### config.mk
export PLATFORM = sky130hd
export DESIGN_NAME = bin2bcd_seq
export DESIGN_NICKNAME = d
export VERILOG_FILES = /design/src/rtl/bin2bcd_pkg.sv /design/src/rtl/bcd_digit_adj.sv /design/src/rtl/bin2bcd_seq.sv
export SDC_FILE = /design/constraint.sdc
export NUM_CORES = 1
export LEC_CHECK = 0
export CAP_MARGIN = 40
export CORE_UTILIZATION = 41
export CTS_CLUSTER_DIAMETER = 50
export DETAILED_ROUTE_END_ITERATION = 7
export DONT_BUFFER_PORTS = 1
export PLACE_DENSITY_LB_ADDON = 0.3
export SLEW_MARGIN = 25
export SYNTH_ARGS = -nofsm -noshare
export SYNTH_HDL_FRONTEND = slang
export SYNTH_SLANG_ARGS = --single-unit
### constraint.sdc
create_clock -name clk -period 1.6 [get_ports clk]
set_input_delay 0.16 -clock clk [delete_from_list [all_inputs] [get_ports clk]]
set_output_delay 0.16 -clock clk [all_outputs]
set_load 0.01 [all_outputs]
### src/rtl/bin2bcd_pkg.sv
// Shared definitions for the sequential binary-to-BCD converter: FSM encoding
// and the double-dabble digit adjust constants.
package bin2bcd_pkg;

    typedef enum logic [1:0] {
        IDLE   = 2'd0,
        SHIFT  = 2'd1,
        FINISH = 2'd2
    } state_e;

    localparam logic [3:0] BCD_ADJ_THRESH = 4'd5;
    localparam logic [3:0] BCD_ADJ_ADD    = 4'd3;

endpackage

### src/rtl/bcd_digit_adj.sv
// Double-dabble digit correction: a BCD digit of 5 or more gets +3 so the
// following left shift carries correctly into the next decimal digit.
module bcd_digit_adj (
    input  logic [3:0] din,
    output logic [3:0] dout
);
    import bin2bcd_pkg::*;

    // Add-3 correction ahead of the shift
    always_comb begin
        dout = din;
        if (din >= BCD_ADJ_THRESH) begin
            dout = din + BCD_ADJ_ADD;
        end else begin
            dout = din;
        end
    end

endmodule

### src/rtl/bin2bcd_seq.sv
// Sequential double-dabble converter, one shift-and-adjust step per clock.
// Optional BIN2BCD_BLANK_EN adds a leading-zero blanking mask output.
module bin2bcd_seq #(
    parameter int IN_W   = 32,
    parameter int DIGITS = 10
) (
    input  logic                  clk,
    input  logic                  reset,
    input  logic                  start,
    input  logic [IN_W-1:0]       bin,
    output logic                  busy,
    output logic                  done,
    output logic [4*DIGITS-1:0]   bcd,
    output logic                  overflow
`ifdef BIN2BCD_BLANK_EN
    ,
    output logic [DIGITS-1:0]     blank
`endif
);
    import bin2bcd_pkg::*;

    localparam int SCR_W = 4 * DIGITS;
    localparam int CNT_W = $clog2(IN_W + 1);
    localparam logic [CNT_W-1:0] CNT_LAST = CNT_W'(IN_W - 1);

    state_e             state_r, state_s;
    logic [IN_W-1:0]    shreg_r, shreg_s;
    logic [SCR_W-1:0]   scratch_r, scratch_s;
    logic [SCR_W-1:0]   adj_s;
    logic               ovf_scr_r, ovf_scr_s;
    logic [CNT_W-1:0]   cnt_r, cnt_s;
    logic               busy_r;
    logic               done_r;
    logic [SCR_W-1:0]   bcd_r;
    logic               overflow_r;

    genvar g;
    generate
        for (g = 0; g < DIGITS; g++) begin : g_adj
            bcd_digit_adj u_adj (
                .din  (scratch_r[4*g +: 4]),
                .dout (adj_s[4*g +: 4])
            );
        end
    endgenerate

    // Next-state and datapath update for the conversion FSM
    always_comb begin
        state_s   = state_r;
        shreg_s   = shreg_r;
        scratch_s = scratch_r;
        ovf_scr_s = ovf_scr_r;
        cnt_s     = cnt_r;
        case (state_r)
            IDLE: begin
                if (start) begin
                    shreg_s   = bin;
                    scratch_s = {SCR_W{1'b0}};
                    ovf_scr_s = 1'b0;
                    cnt_s     = {CNT_W{1'b0}};
                    state_s   = SHIFT;
                end else begin
                    state_s   = IDLE;
                end
            end
            SHIFT: begin
                // Anything carried out of the top digit means the value is too wide
                scratch_s = {adj_s[SCR_W-2:0], shreg_r[IN_W-1]};
                shreg_s   = {shreg_r[IN_W-2:0], 1'b0};
                ovf_scr_s = ovf_scr_r | adj_s[SCR_W-1];
                cnt_s     = cnt_r + CNT_W'(1);
                if (cnt_r == CNT_LAST) begin
                    state_s = FINISH;
                end else begin
                    state_s = SHIFT;
                end
            end
            FINISH: begin
                state_s = IDLE;
            end
            default: begin
                state_s = IDLE;
            end
        endcase
    end

    // FSM state register
    always_ff @(posedge clk or negedge reset) begin
        if (!reset) begin
            state_r <= IDLE;
        end else begin
            state_r <= state_s;
        end
    end

    // Scratch datapath registers
    always_ff @(posedge clk or negedge reset) begin
        if (!reset) begin
            shreg_r   <= {IN_W{1'b0}};
            scratch_r <= {SCR_W{1'b0}};
            ovf_scr_r <= 1'b0;
            cnt_r     <= {CNT_W{1'b0}};
        end else begin
            shreg_r   <= shreg_s;
            scratch_r <= scratch_s;
            ovf_scr_r <= ovf_scr_s;
            cnt_r     <= cnt_s;
        end
    end

    // Registered status and result outputs; results only move in FINISH
    always_ff @(posedge clk or negedge reset) begin
        if (!reset) begin
            busy_r     <= 1'b0;
            done_r     <= 1'b0;
            bcd_r      <= {SCR_W{1'b0}};
            overflow_r <= 1'b0;
        end else begin
            busy_r <= (state_r != IDLE);
            done_r <= (state_r == FINISH);
            if (state_r == FINISH) begin
                bcd_r      <= scratch_r;
                overflow_r <= ovf_scr_r;
            end
        end
    end

    assign busy     = busy_r;
    assign done     = done_r;
    assign bcd      = bcd_r;
    assign overflow = overflow_r;

`ifdef BIN2BCD_BLANK_EN
    logic [DIGITS-1:0] blank_s;
    logic [DIGITS-1:0] blank_r;

    // Leading-zero mask: a digit blanks only if it and every higher digit are zero
    always_comb begin
        logic run_v;
        blank_s = {DIGITS{1'b0}};
        run_v   = 1'b1;
        for (int i = DIGITS - 1; i >= 1; i--) begin
            run_v      = run_v & (scratch_r[4*i +: 4] == 4'd0);
            blank_s[i] = run_v;
        end
    end

    // Blank mask register, updated alongside bcd
    always_ff @(posedge clk or negedge reset) begin
        if (!reset) begin
            blank_r <= {DIGITS{1'b0}};
        end else if (state_r == FINISH) begin
            blank_r <= blank_s;
        end else begin
            blank_r <= blank_r;
        end
    end

    assign blank = blank_r;
`endif

endmodule

# Yosys cells after proc, flatten, opt, wreduce, memory -nomap -nowiden
# Cells that the tools add are included.
# Widths: inputs -> output; s select.
[classes] n_addsub=11 magnitude_cmp=10 eq_ne=4 mux=21 n_bitwise=1 n_reduce_logical=4
[op_table] operator="$pmux 40 s2" n=1
[op_table] operator="$pmux 32 s2" n=1
[op_table] operator="$add 4x2->4 const B" n=10
[op_table] operator="$ge 4x3->1 const B" n=10
[op_table] operator="$mux 4" n=10
[op_table] operator="$mux 40" n=1
[op_table] operator="$mux 32" n=1
[op_table] operator="$pmux 6 s2" n=1
[op_table] operator="$add 6x1->6 const B" n=1
[op_table] operator="$eq 6x5->1 const B" n=1
[op_table] operator="$mux 6" n=1
[op_table] operator="$pmux 2 s2" n=1
[op_table] operator="$reduce_bool 2->1" n=2
[op_table] operator="$eq 2x1->1 const B" n=1
[op_table] operator="$eq 2x2->1 const B" n=1
[op_table] operator="$logic_not 2->1" n=1
[op_table] operator="$mux 1" n=2
[op_table] operator="$mux 2" n=1
[op_table] operator="$ne 2x2->1 const B" n=1
[op_table] operator="$pmux 1 s2" n=1
[op_table] operator="$reduce_and 2->1" n=1
[op_table] operator="$or 1x1->1" n=1
[totals] register_bits=124 output_inout_bits=43 elab_cells=60

# Longest topological paths before layout
[depth] word_depth=4 mapped_depth=5 mapped_depth_nobuf=5

# By module
# A second synthesis with hierarchy kept.
[hier_totals] hier_cells=606 hier_area_um2=5931.9
[by_module_without_submodules] module="bin2bcd_seq" instances=1 cells_per_inst=446 area_each_um2=4918.5 seq_area_each_um2=3103.0
[by_module_without_submodules] module="bcd_digit_adj" instances=10 cells_per_inst=16 area_each_um2=101.3 seq_area_each_um2=0.0

# Worst setup path before layout
# Ideal clock, no wire load.
[synth_timing] path_kind="reg2reg" from="register state_r[1]" to="register cnt_r[5]" t_arrival_ns=1.214 setup_slack_ns=0.252 path_stages_with_launch=6 n_path_buf=2 period_less_slack_ns=1.348 path_cell_list="dfrtp_1 or3b_1 buf_2 buf_6 o311ai_2 o41ai_1"
[synth_between] elab_chain_len=3 elab_cells_between_ends=6 classes_between="2 x eq/ne; 1 x mux; 3 x reduce/logical"
[synth_lines] element="start: declaration" line="bin2bcd_seq.sv:26" text="state_e state_r, state_s;"
[synth_lines] element="start signal: assignment" line="bin2bcd_seq.sv:92" text="state_r <= state_s;"
[synth_lines] element="$eq 2x1->1 or $logic_not 2->1 (tied branches)" line="bin2bcd_seq.sv:54" text="case (state_r)"
[synth_lines] element="$reduce_bool 2->1 (no source line) or $ne 2x2->1 (tied branches)"
[synth_lines] element="$reduce_and 2->1 (no source line)"
[synth_lines] element="end signal: assignment" line="bin2bcd_seq.sv:102" text="cnt_r <= {CNT_W{1'b0}};"
[synth_lines] element="end signal: assignment" line="bin2bcd_seq.sv:107" text="cnt_r <= cnt_s;"
[synth_lines] element="end: declaration" line="bin2bcd_seq.sv:31" text="logic [CNT_W-1:0] cnt_r, cnt_s;"
# Several ways; a longest one is shown, not always the timed one.
# A chain may end at the register's enable or synchronous reset.

# Final worst setup path
[layout_timing] from="register scratch_r[36]" to="register scratch_r[38]"
[layout_between] elab_chain_len=3 elab_cells_between_ends=4 classes_between="1 x add/sub; 1 x order compare; 2 x mux"
[layout_lines] element="start: declaration" line="bin2bcd_seq.sv:28" text="logic [SCR_W-1:0] scratch_r, scratch_s;"
[layout_lines] element="start signal: assignment" line="bin2bcd_seq.sv:100" text="scratch_r <= {SCR_W{1'b0}};"
[layout_lines] element="start signal: assignment" line="bin2bcd_seq.sv:105" text="scratch_r <= scratch_s;"
[layout_lines] element="$add 4x2->4 or $ge 4x3->1 (tied branches)" line="bcd_digit_adj.sv:13, bcd_digit_adj.sv:12"
[layout_lines] element="$mux 4 (*)" line="bcd_digit_adj.sv:12" text="if (din >= BCD_ADJ_THRESH) begin"
[layout_lines] element="$pmux 40 s2 (*)" line="bin2bcd_seq.sv:54"
# Every way passes the cells marked *; elsewhere a longest branch is shown, timed or not.

==> impl_metrics.yaml <==
power_and_ir_drop:
  peak_supply_drop_v: 0.000925
  totalPowerFinal_mw: 13.1
  pwr_density_cell_nw_per_um2: 1900
  cellLeakagePower_nw: 3.05
placement:
  placement.cell_area_um2: 5910
  io_buffers: 0
  globalplace.congestion: 0.803
  dp.final_hpwl_um: 7930
  post-place-cells: 715
drt:
  antenna_violation_net_count_after_detailed_routing: 0
  post_drt_wl_per_cell_um: 16.4
  first_iter_violations: 288
  avgViaCountPerCell: 5.52
  wl_um: 12800
  first_pass_iters: 5
  num_vias: 4302
  route.detailed.drc: 0
setup_path:
  worst_path_largest_cell_delay_ns: 0.40
  arrival_time_reported_for_the_critical_path_endpoint_ns: 1.85
  worstSetupPathType: "register to register"
  critical_path.max_fanout: 4
  critPathRequiredTime_ns: 1.89
  setup.worst_path.start_class: "register"
  number_of_buffer_and_inverter_instances_along_the_worst_setup_path: 1
  cp_cell_sequence: "inv_1 > ha_1 > nor2b_1 > o21a_1 > o311ai_1"
  critPathSlowestCell: "sky130_fd_sc_hd__dfrtp_1"
  timing.critical_path.to_type: "register"
  cp_top_family: "compound AO/OA/AOI/OAI gates"
synthesis:
  post_synthesis_instance_total: 558
  sequential_share_of_the_synthesized_area: 0.546
  synth_area_leader_cell: "sky130_fd_sc_hd__dfrtp_1"
  ys_ff_latch: 124
  synth.distinct_cells: 39
  synthTopCellsByArea: "sky130_fd_sc_hd__dfrtp_1 55%, sky130_fd_sc_hd__nand2_1 6.1%, sky130_fd_sc_hd__ha_1 4.6%"
  synth_top_area_share: 0.546
  synthesis.area_um2: 5690
  synth_nets: 614
  synth_area_per_cell_um2: 10.2
  number_of_warning_messages_in_the_yosys_log: 0
grt:
  first_pass_grt_wire_length_um: 21400
  grt_util_met3: 0.0699
  groute.layer.met2.usage: 0.322
  grt_overflow_total: 0
  all_layer_gr_usage: 0.192
  grt_pass1_vias: 4415
  met1_resource_use_gr: 0.220
  grt_start_max_net_pins: 125
  grt_most_used_layer: "met2"
  antenna_found_initial: 0
cells_and_area:
  num-nets-final: 646
  finish.utilization: 0.516
  n_antenna_cell: 0
  most_common_cell_after_layout_fill_and_taps_aside: "sky130_fd_sc_hd__dfrtp_1"
  instances_no_fill: 779
  finish.instance_area_um2: 6920
  layout-drive-gt1-share: 0.0995
  layout.cells.most_common_list: "123 x sky130_fd_sc_hd__dfrtp_1, 92 x sky130_fd_sc_hd__nand2_1, 52 x sky130_fd_sc_hd__o21ai_0"
  syn_to_final_growth_pct: 21.7
timing:
  timing_worst_slew_pin_value_ns: 0.323
  setup_viol: 0
  clock_skew_ns: 0.00771
  timing_max_transition_violations_final: 0
  whs_ns: -0.560
  slew_headroom: 0.781
  final_period_minus_worst_setup_slack_ns: 1.55
  timing.final.crit_share: 0.970
  fmax_ghz: 0.644
  finalHoldViolCount: 124
  rsz0062_at_grt: "yes"
cts:
  cts_tree: "built"
  holdBufCountCts: 32
  cts.clk_slew.worst_paths_ns: 0.06
  cts_made_buffers: 17
  clockRootBuffer: "sky130_fd_sc_hd__clkbuf_16"
  clkLatencyLatePin_ns: 0.42
  cts.htree.levels: 4
  clk_path_buf_depth: 2
  cts.sink_count: 124
die:
  placeableCoreArea_um2: 13400
  rows: 42
  die_width_um: 120
  die_height_um: 120
  design.die.area_um2: 14300
  io-pin-count: 78
  initial_core_util: 0.424
outcome:
  failed_checks: "negative hold slack"
  run_status: "complete, but fails checks"
hold_path:
  timing.hold.worst.class: "input port to async pin"
run:
  maxcap_violations: 0
## metal layers
layer / part of all wire / up-vias
met5: 0 / -
met3: 0.052 / 17
met4: 0.014 / 0
met1: 0.43 / 2118
li1: - / 2065
met2: 0.51 / 102
## metrics by stage
| step | setup TNS (ns) | worst slack [ns] |
|---|---|---|
| global route | -0.0236 | -0.0191 |
| floorplan | 0 | 0.252 |
| finish | 0 | 0.0472 |
| detailed placement | -0.0108 | -0.00809 |
| CTS | 0 | 0.0118 |
| global placement | 0 | 0.0119 |
## cell usage after synthesis
cell	number
sky130_fd_sc_hd__a22o_1	2
sky130_fd_sc_hd__a22oi_1	12
sky130_fd_sc_hd__a31oi_1	1
sky130_fd_sc_hd__a32o_1	10
sky130_fd_sc_hd__a41oi_1	1
sky130_fd_sc_hd__buf_2	20
sky130_fd_sc_hd__buf_4	4
sky130_fd_sc_hd__buf_6	2
sky130_fd_sc_hd__clkbuf_1	7
sky130_fd_sc_hd__dfrtp_1	124
sky130_fd_sc_hd__ha_1	21
sky130_fd_sc_hd__inv_1	41
sky130_fd_sc_hd__mux2_2	1
sky130_fd_sc_hd__nand2_1	92
sky130_fd_sc_hd__nand2b_1	1
sky130_fd_sc_hd__nand2b_2	1
sky130_fd_sc_hd__nand3_1	4
sky130_fd_sc_hd__nor2_1	38
sky130_fd_sc_hd__nor2b_1	12
sky130_fd_sc_hd__nor3_1	1
sky130_fd_sc_hd__nor3b_1	1
sky130_fd_sc_hd__nor4_1	1
sky130_fd_sc_hd__o2111ai_1	20
sky130_fd_sc_hd__o21a_1	10
sky130_fd_sc_hd__o21ai_0	52
sky130_fd_sc_hd__o21ai_1	2
sky130_fd_sc_hd__o21ba_2	1
sky130_fd_sc_hd__o21bai_1	1
sky130_fd_sc_hd__o221ai_1	10
sky130_fd_sc_hd__o22ai_1	19
sky130_fd_sc_hd__o311ai_0	10
sky130_fd_sc_hd__o311ai_2	1
sky130_fd_sc_hd__o31ai_1	12
sky130_fd_sc_hd__o32ai_1	9
sky130_fd_sc_hd__o41ai_1	1
sky130_fd_sc_hd__or2_2	1
sky130_fd_sc_hd__or3b_1	1
sky130_fd_sc_hd__xnor2_1	10
sky130_fd_sc_hd__xor2_1	1
## report_power, final
part	internal, mW	total [mW]	leakage (nW)	switching [mW]
sequential	4.29	5.37	1.54	1.08
combinational	1.58	3.49	1.19	1.91
clock	2.88	4.26	0.319	1.38
## state kept, by name (all words and copies together) (netlist names)
register,count
bcd,40
busy,1
cnt_r,6
done,1
overflow,1
ovf_scr_r,1
scratch_r,40
shreg_r,32
state_r,2
## path summary, 6_finish.rpt
kind	from	end	slack (ns)	depth (start not counted)
worst min register to register	shreg_r[25]	shreg_r[25]	0.47	2
max in group asynchronous	reset	shreg_r[9]	1.97	0
worst max register to register	scratch_r[36]	scratch_r[38]	0.05	5
worst min-delay path	reset	bcd[18]	-0.56	0
worst max-delay path	scratch_r[36]	scratch_r[38]	0.05	5
min in group clk	start	cnt_r[3]	0.06	2
## cell type report
class | count | area [µm²]
clock buffer | 21 | 470
clock inverter | 11 | 189
fill | 1150 | 6480
inverter | 41 | 154
multi-input combinational | 360 | 2290
sequential | 124 | 3100
tap | 176 | 220
timing repair buffer | 46 | 488
## timing repair
action                                 in CTS  in global routing
pin swaps                                   0                  0
gates resized for setup                     2                 12
setup endpoints to repair                   3                 12
endpoints found under the hold margin     156                124
setup buffers                               0                  0
## cells by family (layout without fill, tap and decap cells)
group | after synthesis | after routing | share of synthesized area
compound gates | 174 | 174 | 0.220
simple gates | 153 | 153 | 0.111
flops | 124 | 124 | 0.546
buf+inv | 74 | 119 | 0.0585
fa+ha+maj | 21 | 21 | 0.0462
xor+xnor | 11 | 11 | 0.0169
mux | 1 | 1 | 0.00198
Power figures use the tool's default switching activity.
